--- src/rtl/expand_pkg.sv ---
// Shared types and helpers for the unsigned->signed expand stream.
// Signed range helpers and the stage-1 payload carried between pipeline stages.
package expand_pkg;

    localparam int unsigned D1_MAXW = 32;
    localparam int unsigned SH_MAXW = 8;

    // Container widths are fixed here; the top sign/zero-extends into them.
    typedef struct packed {
        logic signed [D1_MAXW-1:0] d1;
        logic        [SH_MAXW-1:0] shift;
    } s1_payload_t;

    function automatic longint SMAX(input int unsigned w);
        return (longint'(1) << (w - 1)) - 64'sd1;
    endfunction

    function automatic longint SMIN(input int unsigned w);
        return -(longint'(1) << (w - 1));
    endfunction

endpackage

--- src/rtl/expand_u_to_s_stream_sat_clamp.sv ---
// Combinational signed clamp from IW bits down to OW bits, flagging saturation.
module sat_clamp_s
    import expand_pkg::*;
#(
    parameter int unsigned IW = 24,
    parameter int unsigned OW = 16
) (
    input  logic signed [IW-1:0] din_i,
    output logic signed [OW-1:0] dout_o,
    output logic                 sat_o
);

    if (IW > OW) begin : g_clamp
        localparam logic signed [IW-1:0] MAXW = IW'(SMAX(OW));
        localparam logic signed [IW-1:0] MINW = IW'(SMIN(OW));
        localparam logic signed [OW-1:0] MAXO = OW'(SMAX(OW));
        localparam logic signed [OW-1:0] MINO = OW'(SMIN(OW));

        always_comb begin
            dout_o = din_i[OW-1:0];
            sat_o  = 1'b0;
            if (din_i > MAXW) begin
                dout_o = MAXO;
                sat_o  = 1'b1;
            end else if (din_i < MINW) begin
                dout_o = MINO;
                sat_o  = 1'b1;
            end
        end
    end else begin : g_pass
        assign dout_o = OW'(din_i);
        assign sat_o  = 1'b0;
    end

endmodule

--- src/rtl/expand_u_to_s_stream.sv ---
// Two-stage valid/ready pipe computing sat((in - bias) <<< shift) into signed OUTW bits.
// Optional saturation counter enabled by defining EXPAND_STATS_EN.
module expand_u_to_s_stream
    import expand_pkg::*;
#(
    parameter int unsigned INW  = 8,
    parameter int unsigned OUTW = 16,
    parameter int unsigned SHW  = 4
) (
    input  logic                   i_clk,
    input  logic                   i_nrst,
    input  logic                   i_valid,
    output logic                   o_ready,
    input  logic [INW-1:0]         i_data,
    input  logic [INW-1:0]         i_bias,
    input  logic [SHW-1:0]         i_shift,
    output logic                   o_valid,
    input  logic                   i_ready,
    output logic signed [OUTW-1:0] o_data,
    output logic                   o_sat,
    output logic                   o_busy,
    input  logic                   i_statClr,
    output logic [15:0]            o_satCount
);

    localparam int unsigned WW = INW + 2**SHW;

    if (OUTW < INW + 2) begin : g_bad_outw
        $error("expand_u_to_s_stream: OUTW must be >= INW+2");
    end
    if ((INW + 1 > D1_MAXW) || (SHW > SH_MAXW)) begin : g_bad_payload
        $error("expand_u_to_s_stream: INW/SHW exceed payload container");
    end

    logic                   s1_valid_q, s1_valid_d;
    s1_payload_t            s1_q, s1_d;
    logic                   s2_valid_q, s2_valid_d;
    logic signed [OUTW-1:0] s2_data_q, s2_data_d;
    logic                   s2_sat_q, s2_sat_d;

    logic                   s1_load, s2_load, in_xfer;
    logic signed [INW:0]    diff;
    logic signed [WW-1:0]   wide;
    logic signed [OUTW-1:0] clamped;
    logic                   clamp_sat;

    sat_clamp_s #(
        .IW (WW),
        .OW (OUTW)
    ) u_clamp (
        .din_i  (wide),
        .dout_o (clamped),
        .sat_o  (clamp_sat)
    );

    always_comb begin
        s2_load = !s2_valid_q || i_ready;
        s1_load = !s1_valid_q || s2_load;
        in_xfer = i_valid && s1_load;

        diff = $signed({1'b0, i_data}) - $signed({1'b0, i_bias});
        wide = WW'($signed(s1_q.d1)) <<< s1_q.shift;

        s1_valid_d = s1_valid_q;
        s1_d       = s1_q;
        if (s1_load) begin
            s1_valid_d = i_valid;
        end
        if (in_xfer) begin
            s1_d.d1    = D1_MAXW'(diff);
            s1_d.shift = SH_MAXW'(i_shift);
        end

        s2_valid_d = s2_valid_q;
        s2_data_d  = s2_data_q;
        s2_sat_d   = s2_sat_q;
        if (s2_load) begin
            s2_valid_d = s1_valid_q;
            // Result registers only move on a real beat so o_data stays put when idle.
            if (s1_valid_q) begin
                s2_data_d = clamped;
                s2_sat_d  = clamp_sat;
            end
        end
    end

    always_ff @(posedge i_clk or negedge i_nrst) begin
        if (!i_nrst) begin
            s1_valid_q <= 1'b0;
            s1_q       <= '0;
            s2_valid_q <= 1'b0;
            s2_data_q  <= '0;
            s2_sat_q   <= 1'b0;
        end else begin
            s1_valid_q <= s1_valid_d;
            s1_q       <= s1_d;
            s2_valid_q <= s2_valid_d;
            s2_data_q  <= s2_data_d;
            s2_sat_q   <= s2_sat_d;
        end
    end

    assign o_ready = s1_load;
    assign o_valid = s2_valid_q;
    assign o_data  = s2_data_q;
    assign o_sat   = s2_sat_q;
    assign o_busy  = s1_valid_q || s2_valid_q;

`ifdef EXPAND_STATS_EN
    logic        out_xfer;
    logic [15:0] sat_cnt_q, sat_cnt_d;

    always_comb begin
        out_xfer  = s2_valid_q && i_ready;
        sat_cnt_d = sat_cnt_q;
        if (i_statClr) begin
            sat_cnt_d = '0;
        end else if (out_xfer && s2_sat_q && (sat_cnt_q != '1)) begin
            sat_cnt_d = sat_cnt_q + 16'd1;
        end
    end

    always_ff @(posedge i_clk or negedge i_nrst) begin
        if (!i_nrst) begin
            sat_cnt_q <= '0;
        end else begin
            sat_cnt_q <= sat_cnt_d;
        end
    end

    assign o_satCount = sat_cnt_q;
`else
    logic unused_statclr;
    assign unused_statclr = i_statClr;
    assign o_satCount     = '0;
`endif

endmodule
--- config.mk ---
export PLATFORM = sky130hd
export DESIGN_NAME = expand_u_to_s_stream
export DESIGN_NICKNAME = d
export VERILOG_FILES = /design/src/rtl/expand_pkg.sv /design/src/rtl/expand_u_to_s_stream_sat_clamp.sv /design/src/rtl/expand_u_to_s_stream.sv
export SDC_FILE = /design/constraint.sdc
export NUM_CORES = 1
export LEC_CHECK = 0
export ABC_AREA = 1
export BUFFER_PORTS_ARGS = -buffer_cell sky130_fd_sc_hd__buf_2
export CORE_ASPECT_RATIO = 1.25
export CORE_UTILIZATION = 54
export DETAILED_ROUTE_END_ITERATION = 6
export PLACE_DENSITY = 0.85
export RECOVER_POWER = 25
export SETUP_SLACK_MARGIN = 0.1
export SYNTH_ARGS = -nofsm -noshare
export SYNTH_HDL_FRONTEND = slang
export SYNTH_SLANG_ARGS = --single-unit
--- constraint.sdc ---
create_clock -name i_clk -period 2.2 [get_ports i_clk]
set_input_delay 0.22 -clock i_clk [delete_from_list [all_inputs] [get_ports i_clk]]
set_output_delay 0.22 -clock i_clk [all_outputs]
set_load 0.005 [all_outputs]
== After elaboration in Yosys (flattened, before gate mapping) ==
Index checks and enable logic that the tools add are counted.
Word-level totals
  register bits after elaboration: 32
  bits of input ports: 25
  word-level logic and storage cells: 21
Operators by class
  add/sub/neg operators: 1
  $lt $le $gt $ge: 2
  shift operators: 1
  mux-type cells: 4
  reductions and logical operators: 7
Operators by type and width (count)
  2-to-1 mux 16 bit: 2
  > comparator 24 x 16 -> 1 bit, second input constant: 1
  less-than comparator 24 x 16 -> 1 bit, second input constant: 1
  <<< shifter 9 x 4 -> 24 bit: 1
  subtractor 8 x 8 -> 9 bit: 1
  logical OR 1 bit: 3
  zero test 1 bit: 2
  2-to-1 mux 1 bit: 2
  AND reduction 2 bit: 1
  logical AND 1 bit: 1

== Logic depth before layout (Yosys ltp) ==
  depth after elaboration: 4
  depth in mapped cells: 16
  depth with buffers taken out: 15

== Hierarchy ==
Synthesis repeated with hierarchy kept, for this count alone.
Second synthesis, totals
  cell total of the unflattened synthesis: 363
  area total of the unflattened synthesis: 2572.5 sq um
Modules (own cells, without submodules)
  expand_u_to_s_stream: times used 1, cells each 314, area each 2348.5 sq um, sequential area each 800.8 sq um
  sat_clamp_s: times used 1, cells each 49, area each 224.0 sq um, sequential area each 0.0 sq um

== Worst setup path after synthesis ==
No wires, ideal clock.
  path type: register -> register
  from: reg s1_q[0] in the netlist's numbering
  to: reg s2_data_q[11], in the netlist o_data[11]
  library setup time: 0.117 ns
  arrival: 1.560 ns
  required time: 2.083 ns
  setup slack: 0.523 ns
  cell stages (with the launch flop): 17
  path buffers: 2
  clock period less this slack: 1.677 ns
  cell sequence: dfrtp_1 -> buf_6 -> inv_6 -> buf_12 -> nand2_2 -> nand3_2 -> nand2_1 -> nand2_1 -> nand2_1 -> nand2_1 -> nand2_1 -> nor2_2 -> nand3_4 -> nand2_8 -> nand2_1 -> nand3_1 -> nand2_1
On the way
  longest elaborated chain between the ends: 4
  elaborated cells between the ends (all ways): 5
  classes of those cells: order compare (2); shift (1); mux (2)
Ends and longest elaborated chain
  start: declaration: RTL line expand_u_to_s_stream.sv:36  | s1_payload_t s1_q, s1_d;
  start signal: assignment: RTL line expand_u_to_s_stream.sv:90  | s1_q <= '0;
  start signal: assignment: RTL line expand_u_to_s_stream.sv:96  | s1_q <= s1_d;
  <<< shifter 9 x 4 -> 24 bit *: RTL line expand_u_to_s_stream.sv:62  | wide = WW'($signed(s1_q.d1)) <<< s1_q.shift;
  less-than comparator 24 x 16 -> 1 bit: RTL line expand_u_to_s_stream_sat_clamp.sv:25  | end else if (din_i < MINW) begin
  2-to-1 mux 16 bit: RTL line expand_u_to_s_stream_sat_clamp.sv:25
  2-to-1 mux 16 bit *: RTL line expand_u_to_s_stream_sat_clamp.sv:22  | if (din_i > MAXW) begin
  end signal: assignment: RTL line expand_u_to_s_stream.sv:98  | s2_data_q <= s2_data_d;
  end: declaration: RTL line expand_u_to_s_stream.sv:38  | logic signed [OUTW-1:0] s2_data_q, s2_data_d;
Every way passes the cells marked *; elsewhere a longest branch is shown, timed or not.
A chain may end at the register's enable or synchronous reset.

== Worst setup path after layout ==
Ends and elaborated chain as after synthesis.

==> metrics.md <==
| Metric | Value |
|---|---|
| Status | `complete, no violations` |
| I/O Buffers | `43` |
| Drt first pass iters | `6` |
| Slowest cell delay on critical path | `490 ps` |
| FF-to-FF path depth | `15` |
| WHS Endpoint | `s1_q[1]` |
| RSZ-0062 raised after global routing | `no` |
| Normalized max-slew margin | `49.7%` |
| DRC violations left | `0` |
| Reg-to-reg endpoint | `o_data[11]` |
| First-pass GRT wire length | `8.20 mm` |
| Largest net degree at the start of global routing | `33` |
| Clk buf depth | `2` |
| Nets | `416` |
| Register area share after synthesis | `32.7%` |
| Clock Sinks | `32` |
| Pwr dens | `883 nW/um^2` |
| Worst r2r src | `s1_q[0]` |
| Starting Density | `55.8%` |
| Mean post-synth cell area | `7.23 sq um` |
| Via count | `2177` |
| Number of global-route vias before repair | `2010` |
| Slew @ Worst Pin | `754 ps` |
| Hold/Removal Path Class | `input port to flop` |
| Min-delay src | `i_shift[1]` |
| Fmax | `539 MHz` |
| Pins Over Slew Limit | `0` |
| DIE HEIGHT | `77.3 um` |
| Root Buffer | `clkbuf_8` |
| Setup TNS Final | `0 ps` |
| Top cell by count, worst path | `nand2_1` |
| H-tree Lvls | `2` |
| Crit path buffers/inverters | `1` |
| Die area | `4810 sq um` |
| WP data arrival | `2040 ps` |
| Hold Vio Cnt, Final | `0` |
| VDD IR max | `0.311 mV` |
| CP Max Fanout | `11` |
| DP Worst Slack | `231 ps` |
| # rows | `27` |
| CP startpoint kind | `flop` |
| Seq cells post-synth | `32` |
| Final worst slack | `343 ps` |
| Hpwl dp | `3.70 mm` |
| Unique masters post-synth | `36` |
| Final period demand of the worst path | `1860 ps` |
| GPL Wtd Cong | `0.879` |
| Pleak | `1.44 nW` |
| I/O pins | `61` |
| Hold Slack | `131 ps` |
| Max Cap Viol | `0` |
| Cell family with most CP delay | `simple AND/OR/NAND/NOR gates` |
| Clock latency on the worst-skew pair | `290 ps` |
| Crit path required time | `2380 ps` |
| Crit. End Element | `flop` |
| Yosys Warn Count | `0` |
| Syn Inst Count | `339` |
| Crit path from | `s1_q[0]` |
| Via-per-instance ratio | `4.94` |
| Synth Cell Area | `2450 sq um` |
| Antenna violations before repair | `0` |
| Iter 0 DRT Violations | `69` |
| Most common cell after layout, fill and taps aside | `nand2_1` |
| Die W | `62.2 um` |
| Reg2reg setup slack | `340 ps` |
| Final WL | `4.64 mm` |
| CTS tree | `yes` |
| ANT cells | `0` |
| CTS clk-pin slew, worst paths | `60 ps` |
| Slowest cell on crit path | `dfrtp_2` |
| Leading cell types in the layout, fill and taps excluded | `122 x nand2_1, 38 x buf_2, 31 x dfrtp_1` |
| Final setup viols | `0` |
| Final clock skew | `6.41 ps` |
| Core Area | `4390 sq um` |
| CP Class | `flop to flop` |
| Crit path cell chain | `inv_6 -> nand2_1 -> nand2_1 -> nand2_1 -> nand2_1 -> nand2_1 -> nand2_1 -> nand2_1 -> nand2_1 -> nor2_2 -> nand3_4 -> nand2_8 -> nand2_1 -> nand3_1 -> nand2_1` |
| Tcrit/Tclk final | `84.4%` |
| Fraction of layout instances using a drive strength above 1 | `23.2%` |
| Critical path depth in cells | `15` |
| Hold path cells | `3` |
| Layout area overhead | `10.8%` |
| Overall routing resource usage | `21.4%` |
| Wire per inst | `10.5 um` |
| TritonCTS Buffers | `5` |
| Total grt overflow | `0` |
| ANT nets after route | `0` |
## flip-flops by register name, summed over array words and instances (netlist names)
| register | cells |
|---|---|
| o_data | 16 |
| s1_q | 13 |
| o_sat | 1 |
| s1_valid_q | 1 |
| o_valid | 1 |
## layout make-up
type,instances,area (sq um)
Tap cell,58,72.6
Clock inverter,2,10.0
Timing Repair Buffer,50,262
Sequential cell,32,802
Clock buffer,6,82.6
Multi-Input combinational cell,266,1380
Fill cell,420,1680
Inverter,27,106
## worst max path at each step
stage            endpoint  slack (ps)
3_5_place_dp   o_data[11]         230
2_1_floorplan  o_data[11]         520
5_1_grt         o_data[4]         180
3_3_place_gp     s1_q[16]         300
6_report       o_data[11]         340
4_1_cts        o_data[11]         210
## timing repair
item                       CTS  global route
hold endpoints to repair    32             0
buffers inserted             0             0
setup endpoints to repair    0            14
resized for setup            0             1
hold buffers                 1             0
## metal layers
metal / GRT usage (%) / share of wire, %
met5: 0 / 0
met4: 10.0 / 2.3
met3: 4.76 / 3.5
met2: 40.5 / 53
met1: 21.8 / 41
## through the flow
step	cells	cell area [sq um]	power, mW	utilization, %
detailed placement	432	2620	1.95	59.7
finish	441	2720	2.40	61.8
global route	441	2720	2.62	61.8
CTS	441	2720	2.43	62.0
floorplan	354	2510	1.69	-
global placement	432	2620	1.91	59.7
## power breakdown
part / internal (mW) / switching, mW / leakage [nW]
Clock: 0.249 / 0.220 / 0.0510
Sequential: 0.767 / 0.117 / 0.379
Combinational: 0.409 / 0.636 / 1.01
Total: 1.43 / 0.973 / 1.44
## cell families (layout without fill, tap and decap cells)
kind of cell | Yosys count | in the layout | share of synthesized area [%]
XOR/XNOR | 3 | 3 | 1.07
AO/OA/AOI/OAI | 49 | 49 | 11.8
flip-flops | 32 | 32 | 32.7
adder cells (fa/ha/maj) | 9 | 9 | 4.90
other | 1 | 16 | 0.153
AND/OR/NAND/NOR | 189 | 189 | 36.1
buffers and inverters | 56 | 85 | 13.3
## worst min-delay path, delay by kind of cell
family / cells / cell delay, ps
simple gates: 1 / 40
compound gates: 1 / 60
buf+inv: 1 / 70
## synth_stat cells
master / instances / area (sq um)
nor2_2: 3 / 18.8
a21oi_4: 1 / 16.3
nand3_1: 21 / 105
nand2_4: 4 / 45.0
a31oi_1: 3 / 18.8
and2_1: 1 / 6.26
clkbuf_1: 4 / 15.0
dfrtp_1: 32 / 801
o21ai_0: 22 / 110
buf_4: 18 / 135
nand3_4: 1 / 17.5
nor3_1: 2 / 10.0
inv_2: 3 / 11.3
clkinv_1: 1 / 3.75
nand2_1: 122 / 458
ha_1: 8 / 100
buf_6: 3 / 33.8
inv_1: 22 / 82.6
buf_12: 1 / 20.0
fa_1: 1 / 20.0
o21ai_2: 6 / 52.6
or2_2: 1 / 6.26
nand4_1: 1 / 6.26
inv_6: 1 / 8.76
nor2_1: 17 / 63.8
xor2_1: 2 / 17.5
nand2_8: 1 / 20.0
nand3_2: 9 / 90.1
nand2_2: 6 / 37.5
o21ai_1: 2 / 10.0
conb_1: 1 / 3.75
o211ai_1: 1 / 7.51
o311ai_0: 1 / 8.76
a21oi_1: 13 / 65.1
buf_2: 3 / 15.0
xnor2_1: 1 / 8.76
Note: power is estimated with default switching activity, not from simulation.
